**src/rtl/mc_control_unit_if.sv**
```systemverilog
// Handshake and control bundle between the instruction register/datapath and mc_control_unit.
// The datapath side (master) drives the decoded fields and memory ready; the control unit (slave) drives controls.
interface mc_control_unit_if #(
    parameter int ALUOP_W = 5
) ();
    logic [5:0]         opcode;
    logic [5:0]         func;
    logic               mem_ready;
    logic               IorD;
    logic               IRWrite;
    logic               PCWrite;
    logic               Branch;
    logic               Jump;
    logic               JumpReg;
    logic               RegDest;
    logic               MemToReg;
    logic               Link;
    logic               ALUsrc;
    logic [ALUOP_W-1:0] ALUOp;
    logic               MemRead;
    logic               MemWrite;
    logic               RegWrite;
    logic               illegal;
    logic               retire;
    logic [2:0]         state;

    modport master (
        output opcode, func, mem_ready,
        input  IorD, IRWrite, PCWrite, Branch, Jump, JumpReg, RegDest, MemToReg, Link,
               ALUsrc, ALUOp, MemRead, MemWrite, RegWrite, illegal, retire, state
    );

    modport slave (
        input  opcode, func, mem_ready,
        output IorD, IRWrite, PCWrite, Branch, Jump, JumpReg, RegDest, MemToReg, Link,
               ALUsrc, ALUOp, MemRead, MemWrite, RegWrite, illegal, retire, state
    );
endinterface

```
**src/rtl/mc_control_unit.sv**
```systemverilog
// Multi-cycle MIPS control FSM: sequences each instruction through FETCH/DECODE/EXEC/MEM/MULDIV/WB
// with memory-ready stalls, a fixed-length MULT/DIV stall, illegal-instruction flagging and a retire pulse.
//
// state  | meaning
// FETCH  | read instruction at PC; on mem_ready load IR and PC+4
// DECODE | latch opcode/func; jumps and illegal instructions finish here
// EXEC   | ALU operation; branches resolve and retire here
// MEM    | data memory access for LW/SW, stalled on mem_ready
// MULDIV | remaining MULT/DIV cycles, ALUOp held
// WB     | register file write, retire
module mc_control_unit #(
    parameter int ALUOP_W       = 5,
    parameter int MULDIV_CYCLES = 4
) (
    input  logic             clk,
    input  logic             rst_n,
    mc_control_unit_if.slave bus
);
    typedef enum logic [2:0] {
        S_FETCH  = 3'd0,
        S_DECODE = 3'd1,
        S_EXEC   = 3'd2,
        S_MEM    = 3'd3,
        S_MULDIV = 3'd4,
        S_WB     = 3'd5
    } state_t;

    localparam logic [5:0] OP_R = 6'h00, OP_J = 6'h02, OP_JAL = 6'h03, OP_BEQ = 6'h04,
                           OP_BNE = 6'h05, OP_BLEZ = 6'h06, OP_BGTZ = 6'h07, OP_ADDI = 6'h08,
                           OP_ADDIU = 6'h09, OP_ANDI = 6'h0C, OP_ORI = 6'h0D, OP_XORI = 6'h0E,
                           OP_LW = 6'h23, OP_SW = 6'h2B;

    localparam logic [5:0] FN_SLL = 6'h00, FN_SRL = 6'h02, FN_SRA = 6'h03, FN_SLLV = 6'h04,
                           FN_SRLV = 6'h06, FN_JR = 6'h08, FN_MULT = 6'h18, FN_DIV = 6'h1A,
                           FN_ADD = 6'h20, FN_ADDU = 6'h21, FN_SUB = 6'h22, FN_SUBU = 6'h23,
                           FN_AND = 6'h24, FN_OR = 6'h25, FN_XOR = 6'h26, FN_NOR = 6'h27,
                           FN_SLT = 6'h2A;

    localparam logic [ALUOP_W-1:0] ALU_ADD = ALUOP_W'(0), ALU_SUB = ALUOP_W'(1),
                                   ALU_AND = ALUOP_W'(2), ALU_OR = ALUOP_W'(3),
                                   ALU_XOR = ALUOP_W'(4), ALU_NOR = ALUOP_W'(5),
                                   ALU_SLT = ALUOP_W'(6), ALU_SLL = ALUOP_W'(7),
                                   ALU_SRL = ALUOP_W'(8), ALU_SRA = ALUOP_W'(9),
                                   ALU_SLLV = ALUOP_W'(10), ALU_SRLV = ALUOP_W'(11),
                                   ALU_MULT = ALUOP_W'(12), ALU_DIV = ALUOP_W'(13),
                                   ALU_COMP_EQ = ALUOP_W'(14), ALU_COMP_NEQ = ALUOP_W'(15),
                                   ALU_COMP_GT = ALUOP_W'(16), ALU_COMP_LT = ALUOP_W'(17);

    localparam logic [3:0] MD_LOAD = (MULDIV_CYCLES > 1) ? 4'(MULDIV_CYCLES - 2) : 4'd0;

    state_t     st;
    logic [3:0] cnt;
    logic [5:0] op_q;
    logic [5:0] fn_q;

    // In DECODE the IR fields are still being latched, so decode straight from the inputs.
    logic [5:0] op;
    logic [5:0] fn;
    assign op = (st == S_DECODE) ? bus.opcode : op_q;
    assign fn = (st == S_DECODE) ? bus.func   : fn_q;

    logic is_r, is_j, is_jal, is_jr, is_md, is_br, is_lw, is_sw, is_imm, legal_fn, legal;
    logic [ALUOP_W-1:0] alu_sel;

    always_comb begin
        is_r   = (op == OP_R);
        is_j   = (op == OP_J);
        is_jal = (op == OP_JAL);
        is_jr  = is_r && (fn == FN_JR);
        is_md  = is_r && ((fn == FN_MULT) || (fn == FN_DIV));
        is_br  = (op == OP_BEQ) || (op == OP_BNE) || (op == OP_BLEZ) || (op == OP_BGTZ);
        is_lw  = (op == OP_LW);
        is_sw  = (op == OP_SW);
        is_imm = (op == OP_ADDI) || (op == OP_ADDIU) || (op == OP_ANDI) ||
                 (op == OP_ORI) || (op == OP_XORI);
        case (fn)
            FN_SLL, FN_SRL, FN_SRA, FN_SLLV, FN_SRLV, FN_JR, FN_MULT, FN_DIV, FN_ADD, FN_ADDU,
            FN_SUB, FN_SUBU, FN_AND, FN_OR, FN_XOR, FN_NOR, FN_SLT: legal_fn = 1'b1;
            default:                                                 legal_fn = 1'b0;
        endcase
        legal = is_r ? legal_fn : (is_j || is_jal || is_br || is_imm || is_lw || is_sw);
    end

    always_comb begin
        alu_sel = ALU_ADD;
        if (is_r) begin
            case (fn)
                FN_SLL:          alu_sel = ALU_SLL;
                FN_SRL:          alu_sel = ALU_SRL;
                FN_SRA:          alu_sel = ALU_SRA;
                FN_SLLV:         alu_sel = ALU_SLLV;
                FN_SRLV:         alu_sel = ALU_SRLV;
                FN_MULT:         alu_sel = ALU_MULT;
                FN_DIV:          alu_sel = ALU_DIV;
                FN_SUB, FN_SUBU: alu_sel = ALU_SUB;
                FN_AND:          alu_sel = ALU_AND;
                FN_OR:           alu_sel = ALU_OR;
                FN_XOR:          alu_sel = ALU_XOR;
                FN_NOR:          alu_sel = ALU_NOR;
                FN_SLT:          alu_sel = ALU_SLT;
                default:         alu_sel = ALU_ADD;
            endcase
        end else begin
            // Branch compares are inverted so that ALU zero means "taken".
            case (op)
                OP_ANDI: alu_sel = ALU_AND;
                OP_ORI:  alu_sel = ALU_OR;
                OP_XORI: alu_sel = ALU_XOR;
                OP_BEQ:  alu_sel = ALU_COMP_NEQ;
                OP_BNE:  alu_sel = ALU_COMP_EQ;
                OP_BLEZ: alu_sel = ALU_COMP_GT;
                OP_BGTZ: alu_sel = ALU_COMP_LT;
                default: alu_sel = ALU_ADD;
            endcase
        end
    end

    always_ff @(posedge clk or negedge rst_n) begin
        if (!rst_n) begin
            st   <= S_FETCH;
            cnt  <= 4'd0;
            op_q <= 6'd0;
            fn_q <= 6'd0;
        end else begin
            case (st)
                S_FETCH:  if (bus.mem_ready) st <= S_DECODE;
                S_DECODE: begin
                    op_q <= bus.opcode;
                    fn_q <= bus.func;
                    st   <= (!legal || is_j || is_jal || is_jr) ? S_FETCH : S_EXEC;
                end
                S_EXEC: begin
                    if (is_br)
                        st <= S_FETCH;
                    else if (is_md) begin
                        if (MULDIV_CYCLES == 1)
                            st <= S_WB;
                        else begin
                            cnt <= MD_LOAD;
                            st  <= S_MULDIV;
                        end
                    end else if (is_lw || is_sw)
                        st <= S_MEM;
                    else
                        st <= S_WB;
                end
                S_MULDIV: begin
                    if (cnt == 4'd0) st <= S_WB;
                    else             cnt <= cnt - 4'd1;
                end
                S_MEM:    if (bus.mem_ready) st <= is_lw ? S_WB : S_FETCH;
                S_WB:     st <= S_FETCH;
                default:  st <= S_FETCH;
            endcase
        end
    end

    logic iord_c, irwrite_c, pcwrite_c, branch_c, jump_c, jumpreg_c, regdest_c, memtoreg_c;
    logic link_c, alusrc_c, memread_c, memwrite_c, regwrite_c, illegal_c, retire_c;
    logic [ALUOP_W-1:0] alu_c;

    always_comb begin
        {iord_c, irwrite_c, pcwrite_c, branch_c, jump_c, jumpreg_c, regdest_c, memtoreg_c,
         link_c, alusrc_c, memread_c, memwrite_c, regwrite_c, illegal_c, retire_c} = '0;
        alu_c = '0;
        case (st)
            S_FETCH: begin
                memread_c = 1'b1;
                irwrite_c = bus.mem_ready;
                pcwrite_c = bus.mem_ready;
            end
            S_DECODE: begin
                if (!legal)
                    illegal_c = 1'b1;
                else if (is_j || is_jal || is_jr) begin
                    jump_c     = 1'b1;
                    jumpreg_c  = is_jr;
                    pcwrite_c  = 1'b1;
                    regwrite_c = is_jal;
                    retire_c   = 1'b1;
                end
            end
            S_EXEC: begin
                alu_c    = alu_sel;
                alusrc_c = is_imm || is_lw || is_sw;
                branch_c = is_br;
                retire_c = is_br;
            end
            S_MULDIV: alu_c = alu_sel;
            S_MEM: begin
                iord_c     = 1'b1;
                alusrc_c   = 1'b1;
                alu_c      = ALU_ADD;
                memread_c  = is_lw;
                memwrite_c = is_sw;
                retire_c   = is_sw && bus.mem_ready;
            end
            S_WB: begin
                regwrite_c = 1'b1;
                link_c     = 1'b1;
                retire_c   = 1'b1;
                regdest_c  = is_r;
                memtoreg_c = is_lw;
            end
            default: ;
        endcase
    end

    // Outputs are held at 0 for the whole time reset is asserted, not just until the next edge.
    assign bus.IorD     = rst_n & iord_c;
    assign bus.IRWrite  = rst_n & irwrite_c;
    assign bus.PCWrite  = rst_n & pcwrite_c;
    assign bus.Branch   = rst_n & branch_c;
    assign bus.Jump     = rst_n & jump_c;
    assign bus.JumpReg  = rst_n & jumpreg_c;
    assign bus.RegDest  = rst_n & regdest_c;
    assign bus.MemToReg = rst_n & memtoreg_c;
    assign bus.Link     = rst_n & link_c;
    assign bus.ALUsrc   = rst_n & alusrc_c;
    assign bus.MemRead  = rst_n & memread_c;
    assign bus.MemWrite = rst_n & memwrite_c;
    assign bus.RegWrite = rst_n & regwrite_c;
    assign bus.illegal  = rst_n & illegal_c;
    assign bus.retire   = rst_n & retire_c;
    assign bus.ALUOp    = rst_n ? alu_c : '0;
    assign bus.state    = rst_n ? st : 3'd0;
endmodule

```
**src/flat_wrapper.sv**
```systemverilog
// flat-port wrapper written by rule: the top's interface ports become plain ports
module mc_control_unit_flat 
#(
    parameter int ALUOP_W       = 5,
    parameter int MULDIV_CYCLES = 4
)
  (clk, rst_n, bus_opcode, bus_func, bus_mem_ready, bus_IorD, bus_IRWrite, bus_PCWrite, bus_Branch, bus_Jump, bus_JumpReg, bus_RegDest, bus_MemToReg, bus_Link, bus_ALUsrc, bus_ALUOp, bus_MemRead, bus_MemWrite, bus_RegWrite, bus_illegal, bus_retire, bus_state);
  mc_control_unit_if #(.ALUOP_W(ALUOP_W)) bus_i ();
  input  logic clk;
  input  logic rst_n;
  input wire logic [$bits(bus_i.opcode)-1:0] bus_opcode;
  input wire logic [$bits(bus_i.func)-1:0] bus_func;
  input wire logic [$bits(bus_i.mem_ready)-1:0] bus_mem_ready;
  output wire logic [$bits(bus_i.IorD)-1:0] bus_IorD;
  output wire logic [$bits(bus_i.IRWrite)-1:0] bus_IRWrite;
  output wire logic [$bits(bus_i.PCWrite)-1:0] bus_PCWrite;
  output wire logic [$bits(bus_i.Branch)-1:0] bus_Branch;
  output wire logic [$bits(bus_i.Jump)-1:0] bus_Jump;
  output wire logic [$bits(bus_i.JumpReg)-1:0] bus_JumpReg;
  output wire logic [$bits(bus_i.RegDest)-1:0] bus_RegDest;
  output wire logic [$bits(bus_i.MemToReg)-1:0] bus_MemToReg;
  output wire logic [$bits(bus_i.Link)-1:0] bus_Link;
  output wire logic [$bits(bus_i.ALUsrc)-1:0] bus_ALUsrc;
  output wire logic [$bits(bus_i.ALUOp)-1:0] bus_ALUOp;
  output wire logic [$bits(bus_i.MemRead)-1:0] bus_MemRead;
  output wire logic [$bits(bus_i.MemWrite)-1:0] bus_MemWrite;
  output wire logic [$bits(bus_i.RegWrite)-1:0] bus_RegWrite;
  output wire logic [$bits(bus_i.illegal)-1:0] bus_illegal;
  output wire logic [$bits(bus_i.retire)-1:0] bus_retire;
  output wire logic [$bits(bus_i.state)-1:0] bus_state;
  assign bus_i.opcode = bus_opcode;
  assign bus_i.func = bus_func;
  assign bus_i.mem_ready = bus_mem_ready;
  assign bus_IorD = bus_i.IorD;
  assign bus_IRWrite = bus_i.IRWrite;
  assign bus_PCWrite = bus_i.PCWrite;
  assign bus_Branch = bus_i.Branch;
  assign bus_Jump = bus_i.Jump;
  assign bus_JumpReg = bus_i.JumpReg;
  assign bus_RegDest = bus_i.RegDest;
  assign bus_MemToReg = bus_i.MemToReg;
  assign bus_Link = bus_i.Link;
  assign bus_ALUsrc = bus_i.ALUsrc;
  assign bus_ALUOp = bus_i.ALUOp;
  assign bus_MemRead = bus_i.MemRead;
  assign bus_MemWrite = bus_i.MemWrite;
  assign bus_RegWrite = bus_i.RegWrite;
  assign bus_illegal = bus_i.illegal;
  assign bus_retire = bus_i.retire;
  assign bus_state = bus_i.state;
  mc_control_unit #(.ALUOP_W(ALUOP_W), .MULDIV_CYCLES(MULDIV_CYCLES)) u_core (.clk(clk), .rst_n(rst_n), .bus(bus_i));
endmodule
```
**config.mk**
```make
export PLATFORM = sky130hd
export DESIGN_NAME = mc_control_unit_flat
export DESIGN_NICKNAME = d
export VERILOG_FILES = /design/src/rtl/mc_control_unit_if.sv /design/src/rtl/mc_control_unit.sv /design/src/flat_wrapper.sv
export SDC_FILE = /design/constraint.sdc
export NUM_CORES = 1
export LEC_CHECK = 0
export BUFFER_PORTS_ARGS = -buffer_cell sky130_fd_sc_hd__buf_4
export CORE_MARGIN = 10
export CORE_UTILIZATION = 44
export DETAILED_ROUTE_END_ITERATION = 8
export GPL_TIMING_DRIVEN = 1
export PLACE_DENSITY = 0.68
export SYNTH_ARGS = -nofsm -noshare
export SYNTH_HDL_FRONTEND = slang
export SYNTH_SLANG_ARGS = --single-unit
```
**constraint.sdc**
```tcl
create_clock -name clk -period 3 [get_ports clk]
set_input_delay 0.45 -clock clk [delete_from_list [all_inputs] [get_ports clk]]
set_output_delay 0.45 -clock clk [all_outputs]
set_load 0.01 [all_outputs]
```
==> run summary, run 1 <==
===========================================================================================
Failing checks ............................................................... setup timing
Number of distinct library cells after synthesis .............................           62
Min cycle time layout ........................................................      3.20 ns
Die Span Y ...................................................................      86.5 µm
Maximum clock insertion buffer count .........................................            2
Setup violation total in the final timing report .............................            7
Setup repair after global routing missed its margin ..........................         true
Antenna violations before repair .............................................            0
Starting density of the core .................................................        45.0%
Layout cells sized above 1 ...................................................        38.3%
Final worst path period share ................................................         107%
Number of cell rows ..........................................................           24
Startpoint type of the worst setup path ......................................     register
Die outline width ............................................................      86.5 µm
GRT Total Usage ..............................................................        16.1%
Max-capacitance violation count ..............................................            0
R2r worst-path depth .........................................................           17
Number of design-rule violations left by the first detailed-router iteration .          156
Min setup slack post-route ...................................................    -0.202 ns
Routability-driven placement congestion ratio ................................        0.986
Crit-path max FO .............................................................            4
Synth Area per Inst ..........................................................     7.85 µm²
Endpoint required time on the critical path ..................................      2.55 ns
TritonCTS Buffers ............................................................            3
Slew at the pin closest to its max-slew limit ................................     0.458 ns
IO Count .....................................................................           38
Std-Cell Core Area ...........................................................  0.00432 mm²
Worst hold path class ........................................................  in -> async
Synth warn ...................................................................            0
Netlist area before placement ................................................  0.00195 mm²
Number of enable-type register cells in the synthesized netlist ..............            0
Net count after synthesis ....................................................          268
Gate Count Post-Synth ........................................................          248
Hpwl dp ......................................................................      4670 µm
Count of fill cells added during filler insertion ............................          373
Beginning of the worst register-to-register path ............................. u_core.st[1]
Number of vias after detailed routing ........................................         2169
Prevailing post-synth register cell ..........................................      dfrtp_1
Start-to-end type of the worst setup path ....................................   reg -> out
Number of buffers added on ports .............................................           37
Final setup skew .............................................................   0.00879 ns
Max VDD drop .................................................................   0.000531 V
Clock tree from TritonCTS ....................................................         done
Yosys reg bits ...............................................................           19
Result of the run ............................................................ finished, violations left
Area Growth Syn to Fin .......................................................        39.0%
Endpoint of the lowest-slack register-to-register path ....................... u_core.st[1]
Sequential share of the synthesized area .....................................        24.4%
Overall die area .............................................................  0.00749 mm²
Routed wirelength normalized by instance count ...............................      18.0 µm
Latest clock arrival within the worst-skew pair ..............................      0.26 ns
Clock tree sinks .............................................................           19
Post-layout util .............................................................        62.6%
Static leakage power .........................................................      1.17 nW
Maximum number of pins on one net before global-route repair .................           29
Critical path origin ......................................................... u_core.st[1]
Total wire length after detailed routing .....................................      6550 µm
Total count of max-transition violations in the final report .................            0
Worst Path Arrival ...........................................................      2.75 ns
Total Neg Setup Slack ........................................................    -0.902 ns
Net count of the finished layout .............................................          332
Number of hold-slack violations in the final timing report ...................            0
Pwr Density ..................................................................  1010 mW/mm²
Via count of the first global-routing pass ...................................         2082
Post-synthesis async set-or-reset flop share .................................         100%
Clock transition at the registers of the reported paths ......................      0.08 ns
Worst reg-to-reg setup slack .................................................     -0.12 ns
Iteration count of the initial detailed-routing pass .........................            4
Slew HR ......................................................................        69.1%
Depth of the CTS H-tree ......................................................            1
DRC violations left ..........................................................            0
Antenna cells ................................................................            0
Antenna-violating nets left ..................................................            0
Vias per std cell ............................................................         5.98
First-pass GRT wire length ...................................................     10100 µm
Leftover overflow at the end of global routing ...............................            0
CTS root buf .................................................................     clkbuf_8
Peak Freq ....................................................................      312 MHz
Type of element capturing the critical path ..................................   output pin
===========================================================================================
## cell families after synthesis
logic type | count (synthesis) | share of synthesized area, %
and+or+nand+nor | 126 | 35.0
AOI/OAI and AO/OA | 57 | 20.7
buffers and inverters | 26 | 7.33
DFF | 19 | 24.4
muxes | 12 | 7.97
adders and majority gates | 5 | 3.21
xor gates and xnor gates | 3 | 1.35
## where the power goes
part           total, mW  switching (mW)  leakage (nW)  internal, mW
sequential         0.565           0.191         0.226         0.374
clock              0.187          0.0946        0.0255        0.0926
combinational       1.97            1.05         0.920         0.917
## layout by cell type, fill, tap and decap left out, types with 4 or more instances in the layout
cell,n
a21o_1,5
a21oi_1,10
a31oi_1,7
buf_4,61
buf_6,8
dfrtp_1,19
inv_1,8
inv_2,5
mux2i_4,6
nand2_1,28
nand2_2,4
nand2b_1,5
nand3_1,10
nor2_1,28
nor3_1,10
nor3b_1,5
nor4_1,6
o21ai_0,6
## what timing repair did
action | in CTS | in global routing
setup buffers | 9 | 8
hold buffers | 0 | 0
hold endpoints to repair | 0 | 0
endpoints found under the setup margin | 7 | 11
resized for setup | 17 | 25
pin swaps | 8 | 14
## cells in the mapped netlist (all sizes together), types with 2 or more instances
| library cell | instances | area share (%) |
|---|---|---|
| and2 | 3 | 0.96 |
| xor2 | 2 | 0.90 |
| clkbuf | 2 | 0.39 |
| nor4 | 8 | 2.6 |
| a21o | 5 | 1.9 |
| inv | 15 | 3.0 |
| nor3 | 12 | 3.3 |
| and3 | 4 | 1.3 |
| nand3 | 10 | 2.6 |
| o31ai | 3 | 1.4 |
| o311ai | 3 | 1.3 |
| dfrtp | 19 | 24 |
| or3b | 3 | 1.5 |
| nor2b | 3 | 0.96 |
| buf | 9 | 3.9 |
| o221ai | 3 | 1.3 |
| nand2b | 5 | 1.6 |
| mux2i | 10 | 6.8 |
| o21ai | 9 | 2.3 |
| mux2 | 2 | 1.2 |
| a221oi | 2 | 0.90 |
| a31oi | 7 | 2.2 |
| nand2 | 32 | 6.3 |
| nand4 | 2 | 0.64 |
| ha | 5 | 3.2 |
| a21oi | 13 | 3.9 |
| or3 | 2 | 0.64 |
| nand4b | 2 | 0.90 |
| o211ai | 2 | 1.0 |
| nor2 | 29 | 6.0 |
| nor3b | 6 | 2.9 |
## layer usage
metal | track usage (%) | vias to the layer above | share of wire, %
met1 | 19.5 | 1046 | 41
met4 | 4.12 | 0 | 2.0
li1 | - | 1038 | -
met2 | 28.3 | 71 | 52
met5 | 0 | - | 0
met3 | 3.10 | 14 | 4.9
## registers in the layout (all words and copies together), names as in the netlist
name	flops
u_core.fn_q	6
u_core.op_q	6
u_core.st	3
u_core.cnt	4
## layout make-up
type	instances	area (µm²)	share of cell area, %
Clock buffer	3	41.3	1.53
Tap cell	52	65.1	2.40
Timing Repair Buffer	70	563	20.8
Clock inverter	1	5.00	0.185
Sequential cell	19	475	17.6
Multi-Input combinational cell	203	1500	55.2
Inverter	15	61.3	2.27
## worst max path at each step
stage	endpoint	slack, ns	cells past startpoint
3_5_place_dp	bus_illegal	0.03	10
4_1_cts	bus_PCWrite	-0.13	11
5_1_grt	bus_PCWrite	-0.30	12
6_report	bus_illegal	-0.20	12
3_3_place_gp	bus_illegal	0.09	10
2_1_floorplan	bus_illegal	0.03	12
## critical path, cell delays in order (launching register included)
cell and delay (ns):
dfrtp_1 0.42, nor3b_4 0.22, buf_6 0.15, mux2i_4 0.26, buf_6 0.16, ha_4 0.14
nand3b_1 0.12, buf_4 0.16, o211a_1 0.14, o31ai_4 0.23, o311ai_2 0.15, and3_1 0.21
buf_6 0.12
## metrics by stage
step                total power [mW]  instance area (µm²)  hold WS, ns  std cells  worst slack (ns)
finish                          2.72                 2710        0.175        363            -0.202
global route                    2.90                 2710        0.188        363            -0.295
CTS                             2.44                 2530        0.182        355            -0.126
detailed placement              2.02                 2340        0.470        342            0.0269
global placement                2.02                 2340        0.464        342            0.0870
floorplan                       1.61                 1960        0.154        248            0.0278
Note: power is estimated with default switching activity, not from simulation.
==> run 2, diff against run 1 <==
- ABC_AREA: default -> 1
- PLACE_DENSITY: 0.68 -> 0.69
==> run 2 against run 1 <==
  * The flow now finishes without violations
  * Design area fell by 16%
  * Non-clock buffer count shrank 25
  * Global-route usage shrank 2.0 points
  * Final cell count is 7.2% higher
  * Critical path type unchanged
  * Count of clock-buffer cells in the layout unchanged
  * Worst setup slack gained 0.34 ns
==> run summary, run 2 <==
===========================================================================================
Result of the run ............................................................ finished, final reports clean
Latest clock arrival within the worst-skew pair ..............................      0.26 ns   about the same
Depth of the CTS H-tree ......................................................            1   unchanged
Post-Place Worst Slack .......................................................     0.231 ns   +0.204 ns
Die Span Y ...................................................................      84.2 µm   -2.7%
Antenna violations before repair .............................................            0   unchanged
Routed wirelength normalized by instance count ...............................      13.5 µm   -25%
Largest cells by area after synthesis ........................................ dfrtp_1, nand2_1, inv_1
Prevailing post-synth register cell ..........................................      dfrtp_1
Total wire length after detailed routing .....................................      5250 µm   -20%
Min cycle time layout ........................................................      2.86 ns   -0.340 ns
First-pass GRT wire length ...................................................      8670 µm   -14%
Clock transition at the registers of the reported paths ......................      0.07 ns   about the same
Setup repair after global routing missed its margin ..........................        false
Routability-driven placement congestion ratio ................................        0.950   -3.7%
Maximum clock insertion buffer count .........................................            2   unchanged
IO Count .....................................................................           38   unchanged
Type of element capturing the critical path ..................................   output pin
Number of enable-type register cells in the synthesized netlist ..............            0   unchanged
Crit-path max FO .............................................................           16   +12
Endpoint required time on the critical path ..................................      2.55 ns   about the same
Total Neg Setup Slack ........................................................         0 ns   +0.902 ns
Leading cell type by number of instances after synthesis .....................      nand2_1
Synth warn ...................................................................            0   unchanged
Final total power ............................................................      2.32 mW   -15%
Start-to-end type of the worst setup path ....................................   reg -> out
Net count of the finished layout .............................................          360   +8.4%
Most frequent standard cell in the layout excluding fill and tap cells .......      nand2_1
Placed inst area .............................................................  0.00215 mm²   -7.9%
GRT Total Usage ..............................................................        14.1%   -2.0 points
Commonest cells after routing, fill and taps aside ........................... nand2_1, buf_4, inv_1
Total count of max-transition violations in the final report .................            0   unchanged
Slew at the pin closest to its max-slew limit ................................     0.467 ns   +0.00878 ns
Parity-gate share of the synthesized area counting xor and xnor cells ........       0.966%   -0.38 points
Number of design-rule violations left by the first detailed-router iteration .          141   -9.6%
Post-cts hold buffer count ...................................................            0   unchanged
Antenna cells ................................................................            0   unchanged
Share of the synthesized area in the top cell type ...........................        26.2%   +1.8 points
Max-capacitance violation count ..............................................            0   unchanged
Clock share of power .........................................................         8.0%   +1.1 points
Share of total power in sequential cells .....................................        18.7%   -2.1 points
TritonCTS Buffers ............................................................            3   unchanged
Setup violation total in the final timing report .............................            0   -7
Count of fill cells added during filler insertion ............................          403   +8.0%
Registers with the most flip-flops ........................................... u_core.fn_q: 6 flops, u_core.op_q: 6 flops, u_core.cnt: 4 flops
Number of cell rows ..........................................................           23   -4.2%
Starting density of the core .................................................        45.3%   +0.30 points
Post-synthesis async set-or-reset flop share .................................         100%   unchanged
Number of distinct library cells after synthesis .............................           29   -53%
Worst hold margin ............................................................     0.168 ns   -0.00717 ns
CTS root buf .................................................................     clkbuf_8
Leftover overflow at the end of global routing ...............................            0   unchanged
R2r worst-path depth .........................................................           12   -5
Area Growth Syn to Fin .......................................................        25.9%
Overall die area .............................................................  0.00709 mm²   -5.3%
Maximum number of pins on one net before global-route repair .................           26   -10%
Final worst path period share ................................................        95.4%   -11 points
Number of hold-slack violations in the final timing report ...................            0   unchanged
Synth Area in Simple Gates ...................................................        45.0%   +10 points
Clock tree sinks .............................................................           19   unchanged
Number of buffers added on ports .............................................           37   unchanged
Antenna-violating nets left ..................................................            0   unchanged
Share of power burned in combinational logic .................................        73.3%   +0.9 points
Number of vias after detailed routing ........................................         1999   -7.8%
Mux contribution to synthesized area .........................................           0%   -8.0 points
Adder-cell share of the synthesized area .....................................        3.45%   +0.24 points
Max VDD drop .................................................................   0.000556 V   +4.7%
Die outline width ............................................................      84.2 µm   -2.7%
Hpwl dp ......................................................................      4030 µm   -14%
Net count after synthesis ....................................................          312   +16%
Sequential share of the synthesized area .....................................        26.2%   +1.8 points
Beginning of the worst register-to-register path ............................. u_core.st[2]
Slew HR ......................................................................        68.7%   -0.41 points
Compound-gate portion of the synthesized area ................................        12.8%   -7.9 points
Yosys reg bits ...............................................................           19   unchanged
Clock tree from TritonCTS ....................................................         done
Via count of the first global-routing pass ...................................         1844   -11%
Vias per std cell ............................................................         5.14   -14%
Iteration count of the initial detailed-routing pass .........................            5   +1
Final cell area excluding filler cells .......................................  0.00228 mm²   -16%
Net switching power of the design ............................................      1.31 mW   -2.2%
Cell Int Power ...............................................................      1.01 mW   -27%
Peak Freq ....................................................................      349 MHz   +12%
Netlist area before placement ................................................  0.00181 mm²   -6.9%
Switching portion of total power .............................................        56.5%   +7.3 points
Std-Cell Core Area ...........................................................  0.00400 mm²   -7.5%
Synth Area per Inst ..........................................................     6.21 µm²   -21%
Layout cells sized above 1 ...................................................        25.4%   -13 points
Startpoint type of the worst setup path ......................................     register
Final setup skew .............................................................   0.00202 ns   -0.00677 ns
DRC violations left ..........................................................            0   unchanged
Gate Count Post-Synth ........................................................          292   +18%
Min setup slack post-route ...................................................     0.138 ns   +0.340 ns
Worst hold path class ........................................................  in -> async
Worst Path Arrival ...........................................................      2.41 ns   -0.34 ns
Endpoint of the lowest-slack register-to-register path ....................... u_core.st[1]
Biggest area consumer among synthesized cells ................................      dfrtp_1
Synth cell count leaders ..................................................... nand2_1, inv_1, nor2_1
Static leakage power .........................................................      1.25 nW   +6.9%
Pwr Density ..................................................................  1010 mW/mm²   +0.91%
Worst reg-to-reg setup slack .................................................      0.88 ns   +1.00 ns
Main combinational cell family by area after synthesis ....................... simple AND/OR/NAND/NOR gates
===========================================================================================
==> run 2: cell types whose count changed after synthesis, sizes merged, moves of 10 or more <==
| cell | change |
|---|---|
| nand2 | +67 |
| nor3 | -10 |
| o21ai | +13 |
| mux2i | -10 |
| nor2 | +16 |
| nand3 | +13 |
| inv | +33 |
==> run 2: how the worst max path moves through the flow <==
| stage | cells past startpoint | slack [ns] | startpoint | to |
|---|---|---|---|---|
| finish | 11 | 0.14 | u_core.st[2] | bus_ALUOp[0] |
| global route | 12 | 0.002 | u_core.st[1] | bus_ALUOp[0] |
| global placement | 12 | 0.23 | u_core.st[1] | bus_ALUOp[0] |
| detailed placement | 13 | 0.23 | u_core.st[2] | bus_illegal |
| CTS | 11 | 0.04 | u_core.st[2] | bus_ALUOp[0] |
| floorplan | 13 | 0.55 | u_core.st[2] | bus_illegal |
==> run 2: cells by family (layout without fill, tap and decap cells) <==
logic type	after synthesis	count (layout)
xor gates and xnor gates	2	2
buffers and inverters	51	97
and+or+nand+nor	176	177
adders and majority gates	5	5
DFF	19	19
AOI/OAI and AO/OA	39	39
==> run 2: routing by layer <==
layer	global-route usage [%]	routed length, µm
met5	0	0
met2	22.5	2380
met3	2.22	372
met4	5.33	84
met1	18.5	2410
==> run 2: worst max-delay path, cell delays in order (launching register included) <==
cell and delay [ns]:
dfrtp_2 0.47, inv_6 0.13, nand3_4 0.11, buf_4 0.22, nand2_1 0.07, nand2_1 0.14
nor2_1 0.27, nand3_2 0.21, nand3_1 0.14, o21ai_0 0.09, a21oi_1 0.15, buf_4 0.15
==> run 2: cell type report <==
cell class / instances / area, µm² / area share, %
inverter: 48 / 185 / 8.11
clock buffer: 3 / 41.3 / 1.81
tap: 50 / 62.6 / 2.74
multi-input combinational: 223 / 1170 / 51.4
clock inverter: 1 / 5.00 / 0.219
timing repair buffer: 45 / 338 / 14.8
sequential: 19 / 478 / 20.9
==> run 2: per-stage QoR <==
| step | utilization, % | std cells |
|---|---|---|
| floorplan | - | 292 |
| global placement | 53.8 | 380 |
| detailed placement | 53.8 | 380 |
| CTS | 55.2 | 384 |
| global route | 57.1 | 389 |
| finish | 57.1 | 389 |
==> run 2: what timing repair did <==
item	CTS	global route
hold endpoints to repair	0	0
resized for setup	2	13
cloned	0	1
setup buffers	0	4
endpoints found under the setup margin	2	11
pin swaps	0	5
==> run 2: power groups by stage <==
stage	Sequential, mW	Clock [mW]	Combinational [mW]
6_report	0.432	0.186	1.70
4_1_cts	0.419	0.186	1.58
3_5_place_dp	0.422	0	1.56
3_3_place_gp	0.420	0	1.55
5_1_grt	0.446	0.195	1.89
2_1_floorplan	0.408	0	1.21
